File: src/rtl/cpu_pipe_pkg.sv
// Shared definitions for the CPU pipeline buffers.
// Holds the buffer state encoding, per-stage payload widths, bit positions of
// the control fields inside a control word, and pack/unpack helpers for the
// ID/EX payloads so producers and consumers agree on the layout.
package cpu_pipe_pkg;

  // Occupancy of a pipeline buffer: nothing held, main entry only, or main
  // plus skid entry.
  typedef enum logic [1:0] {
    EMPTY = 2'd0,
    ONE   = 2'd1,
    TWO   = 2'd2
  } pipeState_t;

  // Per-stage payload widths.
  localparam int IFID_DATA_W  = 64;
  localparam int IFID_CTRL_W  = 16;
  localparam int IDEX_DATA_W  = 96;
  localparam int IDEX_CTRL_W  = 16;
  localparam int EXMEM_DATA_W = 96;
  localparam int EXMEM_CTRL_W = 16;
  localparam int MEMWB_DATA_W = 64;
  localparam int MEMWB_CTRL_W = 16;

  // Bit positions of the control fields within a control word.
  localparam int REG_WRITE_BIT = 0;
  localparam int MEMTO_REG_BIT = 1;
  localparam int PC_TO_REG_BIT = 2;
  localparam int BRANCH_N_BIT  = 3;
  localparam int BRANCH_Z_BIT  = 4;
  localparam int JUMP_BIT      = 5;
  localparam int JUMP_MEM_BIT  = 6;
  localparam int MEM_READ_BIT  = 7;
  localparam int MEM_WRITE_BIT = 8;
  localparam int ALUOP_LSB     = 9;
  localparam int ALUOP_W       = 4;

  typedef struct packed {
    logic               regWrite;
    logic               memtoReg;
    logic               PCtoReg;
    logic               branchN;
    logic               branchZ;
    logic               jump;
    logic               jumpMem;
    logic               memRead;
    logic               memWrite;
    logic [ALUOP_W-1:0] aluOp;
  } idexCtrl_t;

  typedef struct packed {
    logic [31:0] pc;
    logic [31:0] rs;
    logic [31:0] rt;
  } idexData_t;

  // Spare control bits above the ALU op field are always packed as zero.
  function automatic logic [IDEX_CTRL_W-1:0] packIdExCtrl(input idexCtrl_t c);
    logic [IDEX_CTRL_W-1:0] v;
    v = '0;
    v[REG_WRITE_BIT]            = c.regWrite;
    v[MEMTO_REG_BIT]            = c.memtoReg;
    v[PC_TO_REG_BIT]            = c.PCtoReg;
    v[BRANCH_N_BIT]             = c.branchN;
    v[BRANCH_Z_BIT]             = c.branchZ;
    v[JUMP_BIT]                 = c.jump;
    v[JUMP_MEM_BIT]             = c.jumpMem;
    v[MEM_READ_BIT]             = c.memRead;
    v[MEM_WRITE_BIT]            = c.memWrite;
    v[ALUOP_LSB +: ALUOP_W]     = c.aluOp;
    return v;
  endfunction

  function automatic idexCtrl_t unpackIdExCtrl(input logic [IDEX_CTRL_W-1:0] v);
    idexCtrl_t c;
    c.regWrite = v[REG_WRITE_BIT];
    c.memtoReg = v[MEMTO_REG_BIT];
    c.PCtoReg  = v[PC_TO_REG_BIT];
    c.branchN  = v[BRANCH_N_BIT];
    c.branchZ  = v[BRANCH_Z_BIT];
    c.jump     = v[JUMP_BIT];
    c.jumpMem  = v[JUMP_MEM_BIT];
    c.memRead  = v[MEM_READ_BIT];
    c.memWrite = v[MEM_WRITE_BIT];
    c.aluOp    = v[ALUOP_LSB +: ALUOP_W];
    return c;
  endfunction

  function automatic logic [IDEX_DATA_W-1:0] packIdExData(input idexData_t d);
    return {d.pc, d.rs, d.rt};
  endfunction

  function automatic idexData_t unpackIdExData(input logic [IDEX_DATA_W-1:0] v);
    idexData_t d;
    d.pc = v[95:64];
    d.rs = v[63:32];
    d.rt = v[31:0];
    return d;
  endfunction

endpackage

File: src/rtl/pipe_sat_counter.sv
// Saturating up-counter used for pipeline statistics.
// Ports:
//   clk     - clock, counts on the falling edge like the pipeline buffers
//   rst_n   - asynchronous active-low reset, clears the count
//   i_inc   - add one this edge (ignored once the count is all ones)
//   i_clr   - synchronous clear, wins over i_inc
//   o_count - current count
module pipe_sat_counter #(
  parameter int CNT_W = 16
) (
  input  logic             clk,
  input  logic             rst_n,
  input  logic             i_inc,
  input  logic             i_clr,
  output logic [CNT_W-1:0] o_count
);

  localparam logic [CNT_W-1:0] CNT_ONE = {{(CNT_W-1){1'b0}}, 1'b1};

  logic [CNT_W-1:0] r_count;

  // Stop at all ones instead of wrapping so a long stall never reads as short.
  always_ff @(negedge clk or negedge rst_n) begin
    if (!rst_n) begin
      r_count <= '0;
    end else if (i_clr) begin
      r_count <= '0;
    end else if (i_inc && (r_count != {CNT_W{1'b1}})) begin
      r_count <= r_count + CNT_ONE;
    end
  end

  assign o_count = r_count;

endmodule

File: src/rtl/pipe_stage_buf.sv
// Generic pipeline buffer placed between two CPU pipeline stages.
// Carries a datapath payload and a control payload with a valid/ready
// handshake, an optional skid entry for full throughput under back-pressure,
// a synchronous flush that turns held entries into bubbles, and a saturating
// stall counter. All state changes on the falling clock edge.
// Ports:
//   clk, rst_n          - clock (falling edge) and async active-low reset
//   in_valid/in_ready   - upstream handshake
//   data_in/ctrl_in     - upstream payload
//   flush               - kill every held entry at the next edge
//   out_valid/out_ready - downstream handshake
//   data_out/ctrl_out   - main entry payload; ctrl_out is zero in bubbles
//   stat_clr/stall_cnt  - clear and value of the back-pressure counter
module pipe_stage_buf
  import cpu_pipe_pkg::*;
#(
  parameter int DATA_W  = IDEX_DATA_W,
  parameter int CTRL_W  = IDEX_CTRL_W,
  parameter bit SKID_EN = 1'b1,
  parameter int CNT_W   = 16
) (
  input  logic              clk,
  input  logic              rst_n,
  input  logic              in_valid,
  output logic              in_ready,
  input  logic [DATA_W-1:0] data_in,
  input  logic [CTRL_W-1:0] ctrl_in,
  input  logic              flush,
  output logic              out_valid,
  input  logic              out_ready,
  output logic [DATA_W-1:0] data_out,
  output logic [CTRL_W-1:0] ctrl_out,
  input  logic              stat_clr,
  output logic [CNT_W-1:0]  stall_cnt
);

  pipeState_t        r_state;
  pipeState_t        w_nextState;
  logic [DATA_W-1:0] r_mainData;
  logic [CTRL_W-1:0] r_mainCtrl;
  logic [DATA_W-1:0] r_skidData;
  logic [CTRL_W-1:0] r_skidCtrl;
  logic              w_inReady;
  logic              w_accept;
  logic              w_drain;
  logic              w_loadMainIn;
  logic              w_loadMainSkid;
  logic              w_loadSkid;

  assign out_valid = (r_state != EMPTY);

  // With a skid entry, in_ready depends only on state, which cuts the
  // combinational ready path back to the producer. Without it, a slot frees
  // up in the same cycle the consumer takes the main entry.
  assign w_inReady = SKID_EN ? (r_state != TWO) : (!out_valid || out_ready);
  assign in_ready  = w_inReady;

  assign w_accept = in_valid && w_inReady;
  assign w_drain  = out_valid && out_ready;

  // State register.
  always_ff @(negedge clk or negedge rst_n) begin
    if (!rst_n) begin
      r_state <= EMPTY;
    end else begin
      r_state <= w_nextState;
    end
  end

  // Next state and entry load selects. Flush overrides everything; an entry
  // accepted on a flush edge is simply never loaded.
  always_comb begin
    w_nextState    = r_state;
    w_loadMainIn   = 1'b0;
    w_loadMainSkid = 1'b0;
    w_loadSkid     = 1'b0;
    if (flush) begin
      w_nextState = EMPTY;
    end else begin
      unique case (r_state)
        EMPTY: begin
          if (w_accept) begin
            w_nextState  = ONE;
            w_loadMainIn = 1'b1;
          end
        end
        ONE: begin
          if (w_accept && w_drain) begin
            w_loadMainIn = 1'b1;
          end else if (w_accept) begin
            if (SKID_EN) begin
              w_nextState = TWO;
              w_loadSkid  = 1'b1;
            end
          end else if (w_drain) begin
            w_nextState = EMPTY;
          end
        end
        TWO: begin
          if (w_drain) begin
            w_nextState    = ONE;
            w_loadMainSkid = 1'b1;
          end
        end
        default: begin
          w_nextState = EMPTY;
        end
      endcase
    end
  end

  // Entry storage. Flush only clears control so a killed slot carries no
  // write enables; the data is don't-care once the slot is invalid.
  always_ff @(negedge clk or negedge rst_n) begin
    if (!rst_n) begin
      r_mainData <= '0;
      r_mainCtrl <= '0;
      r_skidData <= '0;
      r_skidCtrl <= '0;
    end else if (flush) begin
      r_mainCtrl <= '0;
      r_skidCtrl <= '0;
    end else begin
      if (w_loadMainIn) begin
        r_mainData <= data_in;
        r_mainCtrl <= ctrl_in;
      end else if (w_loadMainSkid) begin
        r_mainData <= r_skidData;
        r_mainCtrl <= r_skidCtrl;
      end
      if (w_loadSkid) begin
        r_skidData <= data_in;
        r_skidCtrl <= ctrl_in;
      end
    end
  end

  assign data_out = r_mainData;
  assign ctrl_out = out_valid ? r_mainCtrl : '0;

  pipe_sat_counter #(
    .CNT_W(CNT_W)
  ) u_stallCnt (
    .clk    (clk),
    .rst_n  (rst_n),
    .i_inc  (out_valid && !out_ready),
    .i_clr  (stat_clr),
    .o_count(stall_cnt)
  );

endmodule

File: config.mk
export PLATFORM = sky130hd
export DESIGN_NAME = pipe_stage_buf
export DESIGN_NICKNAME = d
export VERILOG_FILES = /design/src/rtl/cpu_pipe_pkg.sv /design/src/rtl/pipe_sat_counter.sv /design/src/rtl/pipe_stage_buf.sv
export SDC_FILE = /design/constraint.sdc
export NUM_CORES = 1
export LEC_CHECK = 0
export ABC_AREA = 1
export BUFFER_PORTS_ARGS = -buffer_cell sky130_fd_sc_hd__buf_2
export CORE_MARGIN = 2
export CORE_UTILIZATION = 49
export DETAILED_ROUTE_END_ITERATION = 10
export GPL_TIMING_DRIVEN = 0
export PLACE_DENSITY = 0.78
export SYNTH_ARGS = -nofsm -noshare
export SYNTH_HDL_FRONTEND = slang
export SYNTH_SLANG_ARGS = --single-unit
File: constraint.sdc
create_clock -name clk -period 1.6 [get_ports clk]
set_input_delay 0 -clock clk [delete_from_list [all_inputs] [get_ports clk]]
set_output_delay 0 -clock clk [all_outputs]
set_load 0.005 [all_outputs]
==> flow_summary.ini <==
[run_status]
status = finished, violations left
violations = negative setup slack

[placed_design]
gp_congestion = 0.873
dp_hpwl_mm = 20.7
portBuffers = 247
placed_cells = 1709

[die]
die_w_um = 151
io_pins = 248
start_util = 0.502
fp.dieArea_um2 = 22900
rows = 53
core_um2 = 21200
die_h_um = 151

[clock_tree]
cts_inserted_buffers = 26
cts.sinks = 242
cts-root-buf = clkbuf_16
insertion_delay_ns = 0.53
cts_hold_buf = 0
cts_tree = yes
cts_buffer_depth = 3
cts.htree.levels = 1
clk_pin_slew_ns = 0.05

[sta]
rsz0062_at_grt = yes
setup_violations = 370
skew_ns = 0.0133
hold_viol = 0
drv_slew = 0
setup_slack_ns = -0.667
tightest_slew_ns = 0.545
relSlewSlack = 0.637

[final_layout]
drive_gt1_frac = 0.404
nets = 1724
instances_no_fill = 1904
ff_latch_area_um2 = 6060
fill_cells = 1363
multi_input_area_um2 = 4030
syn2layout_area_growth_pct = 52.9

[grt]
overflow = 0
grt_pass1_vias = 10083
grt_start_max_net_pins = 95
antenna_found_initial = 6
track_usage = 0.283
grt_pass1_wl_mm = 51.3

[power_and_ir_drop]
p_per_area_nw_per_um2 = 1250
ir_drop_uv = 1010
total_power_uw = 20200
power.leakage_uw = 0.00835

[synth]
postSynthAreaPerCell_um2 = 8.96
synth-seq-area-share = 0.571
netlist_instances = 1185
synth_cell_type_count = 26
ys_warn_count = 0
synth_nets = 1304
synth_area_um2 = 10600
ys_ff_latch = 242

[detailed_routing]
routedWlPerCell_um = 19.2
drcViolationCount = 0
drt_iter0_drc = 668
via_count = 10517
ant_nets = 0
routed_wl_mm = 36.6
via_per_inst = 5.52
dr.pass1.iters = 5

[setup_path]
critPathLaunchType = flop
critPathRequiredTime_ns = 1.60
criticalPathCategory = flop to primary output
cp_data_arrival_time_ns = 2.27
end_kind = primary output
path_max_fanout = 10

[flow_run]
maxCapViolCount = 0

[hold_path]
hold_class = input pin to asynchronous set/reset pin
==> where the power goes <==
part | internal [uW] | switching (uW) | total, uW
Sequential | 7750 | 808 | 8550
Clock | 3920 | 2610 | 6530
Combinational | 2490 | 2670 | 5160
==> flip-flops by register name, summed over array words and instances (netlist names) <==
name and cells:
data_out 96, r_state 2, r_mainCtrl 16, u_stallCnt.o_count 16, r_skidCtrl 16, r_skidData 96
==> cell usage in the layout, fill, tap and decap left out, types with 38 or more instances in the layout <==
| master | netlist | final |
|---|---|---|
| dfrtn_1 | 242 | 242 |
| buf_2 | 53 | 236 |
| inv_1 | 210 | 207 |
| nand2_1 | 185 | 174 |
| buf_4 | 1 | 104 |
| nand3_1 | 104 | 78 |
| o211ai_1 | 48 | 48 |
| a21oi_1 | 49 | 46 |
| buf_6 | 3 | 45 |
| clkbuf_16 | 0 | 44 |
| nor2_1 | 85 | 38 |
==> stage by stage <==
| step | worst slack (ns) | instance area, um2 | hold slack (ns) | setup TNS [ns] | utilization |
|---|---|---|---|---|---|
| after global placement | -4.43 | 12400 | 0.428 | -1189.64 | 0.584 |
| after global routing | -0.715 | 16200 | 0.138 | -128.70 | 0.767 |
| after detailed placement | -0.698 | 12400 | 0.434 | -129.38 | 0.588 |
| after CTS | -0.668 | 14800 | 0.123 | -81.37 | 0.701 |
| final | -0.667 | 16200 | 0.102 | -112.02 | 0.767 |
| after floorplan | -0.175 | 10800 | 0.396 | -30.84 | - |
==> cell usage after synthesis (all sizes together) <==
master | number | area share
dfrtn | 242 | 0.57
inv | 211 | 0.075
nand2 | 185 | 0.065
nand3 | 105 | 0.050
nor2 | 91 | 0.035
o21ai | 71 | 0.033
buf | 60 | 0.030
a21oi | 49 | 0.023
o211ai | 48 | 0.034
o221ai | 48 | 0.040
o22ai | 32 | 0.019
nand4 | 16 | 0.0094
clkbuf | 15 | 0.0053
o21bai | 3 | 0.0021
or2 | 3 | 0.0018
xor2 | 3 | 0.0025
ha | 1 | 0.0012
nand3b | 1 | 0.00071
o31ai | 1 | 0.0020
==> logic make-up (layout without fill, tap and decap cells) <==
family                     count (synthesis)  in the layout  share of synthesized area
adders and majority gates                  1              1                    0.00118
DFF                                      242            242                      0.571
buffers and inverters                    286            726                      0.110
other                                      0              4                          0
xor gates and xnor gates                   3              3                    0.00248
and+or+nand+nor                          401            401                      0.163
AOI/OAI and AO/OA                        252            252                      0.153
==> what timing repair did <==
| action | 4_1_cts | 5_1_grt |
|---|---|---|
| gates cloned | 14 | 12 |
| resized for setup | 131 | 260 |
| endpoints found under the setup margin | 339 | 371 |
| pin swaps | 5 | 10 |
| setup buffers | 75 | 43 |
==> worst max-delay path: stages (launching register included) <==
cell and delay, ns:
dfrtn_1 0.38, nor2_4 0.19, clkbuf_16 0.21, nor2_1 0.04, buf_2 0.12
==> area by class of cell <==
cell class,instances,share of cell area
clock inverters,12,0.0101
diodes,4,0.000617
flip-flops and latches,242,0.373
multi-input cells,657,0.248
plain buffers,74,0.0613
clock buffers,36,0.0480
inverters,211,0.0490
well taps,275,0.0212
repair buffers,393,0.188
==> path summary, 6_finish.rpt <==
| path | from | endpoint | slack, ns | cells past startpoint |
|---|---|---|---|---|
| max | r_state[1] | ctrl_out[8] | -0.67 | 4 |
| min | rst_n | data_out[6] | 0.10 | 1 |
| max reg2reg | r_state[1] | data_out[41] | -0.45 | 11 |
| min reg2reg | r_skidData[3] | r_skidData[3] | 0.44 | 2 |
| max in group asynchronous | rst_n | r_skidData[24] | 0.60 | 2 |
| min in group clk | data_in[86] | data_out[86] | 0.40 | 3 |
==> metal layers <==
metal,vias to the layer above,track usage,routed length (um)
met5,-,0,13
met4,2,0.0874,1270
met3,116,0.0693,3220
met2,541,0.468,18200
met1,5087,0.370,13900
li1,4771,-,-
Note: power is estimated with default switching activity, not from simulation.
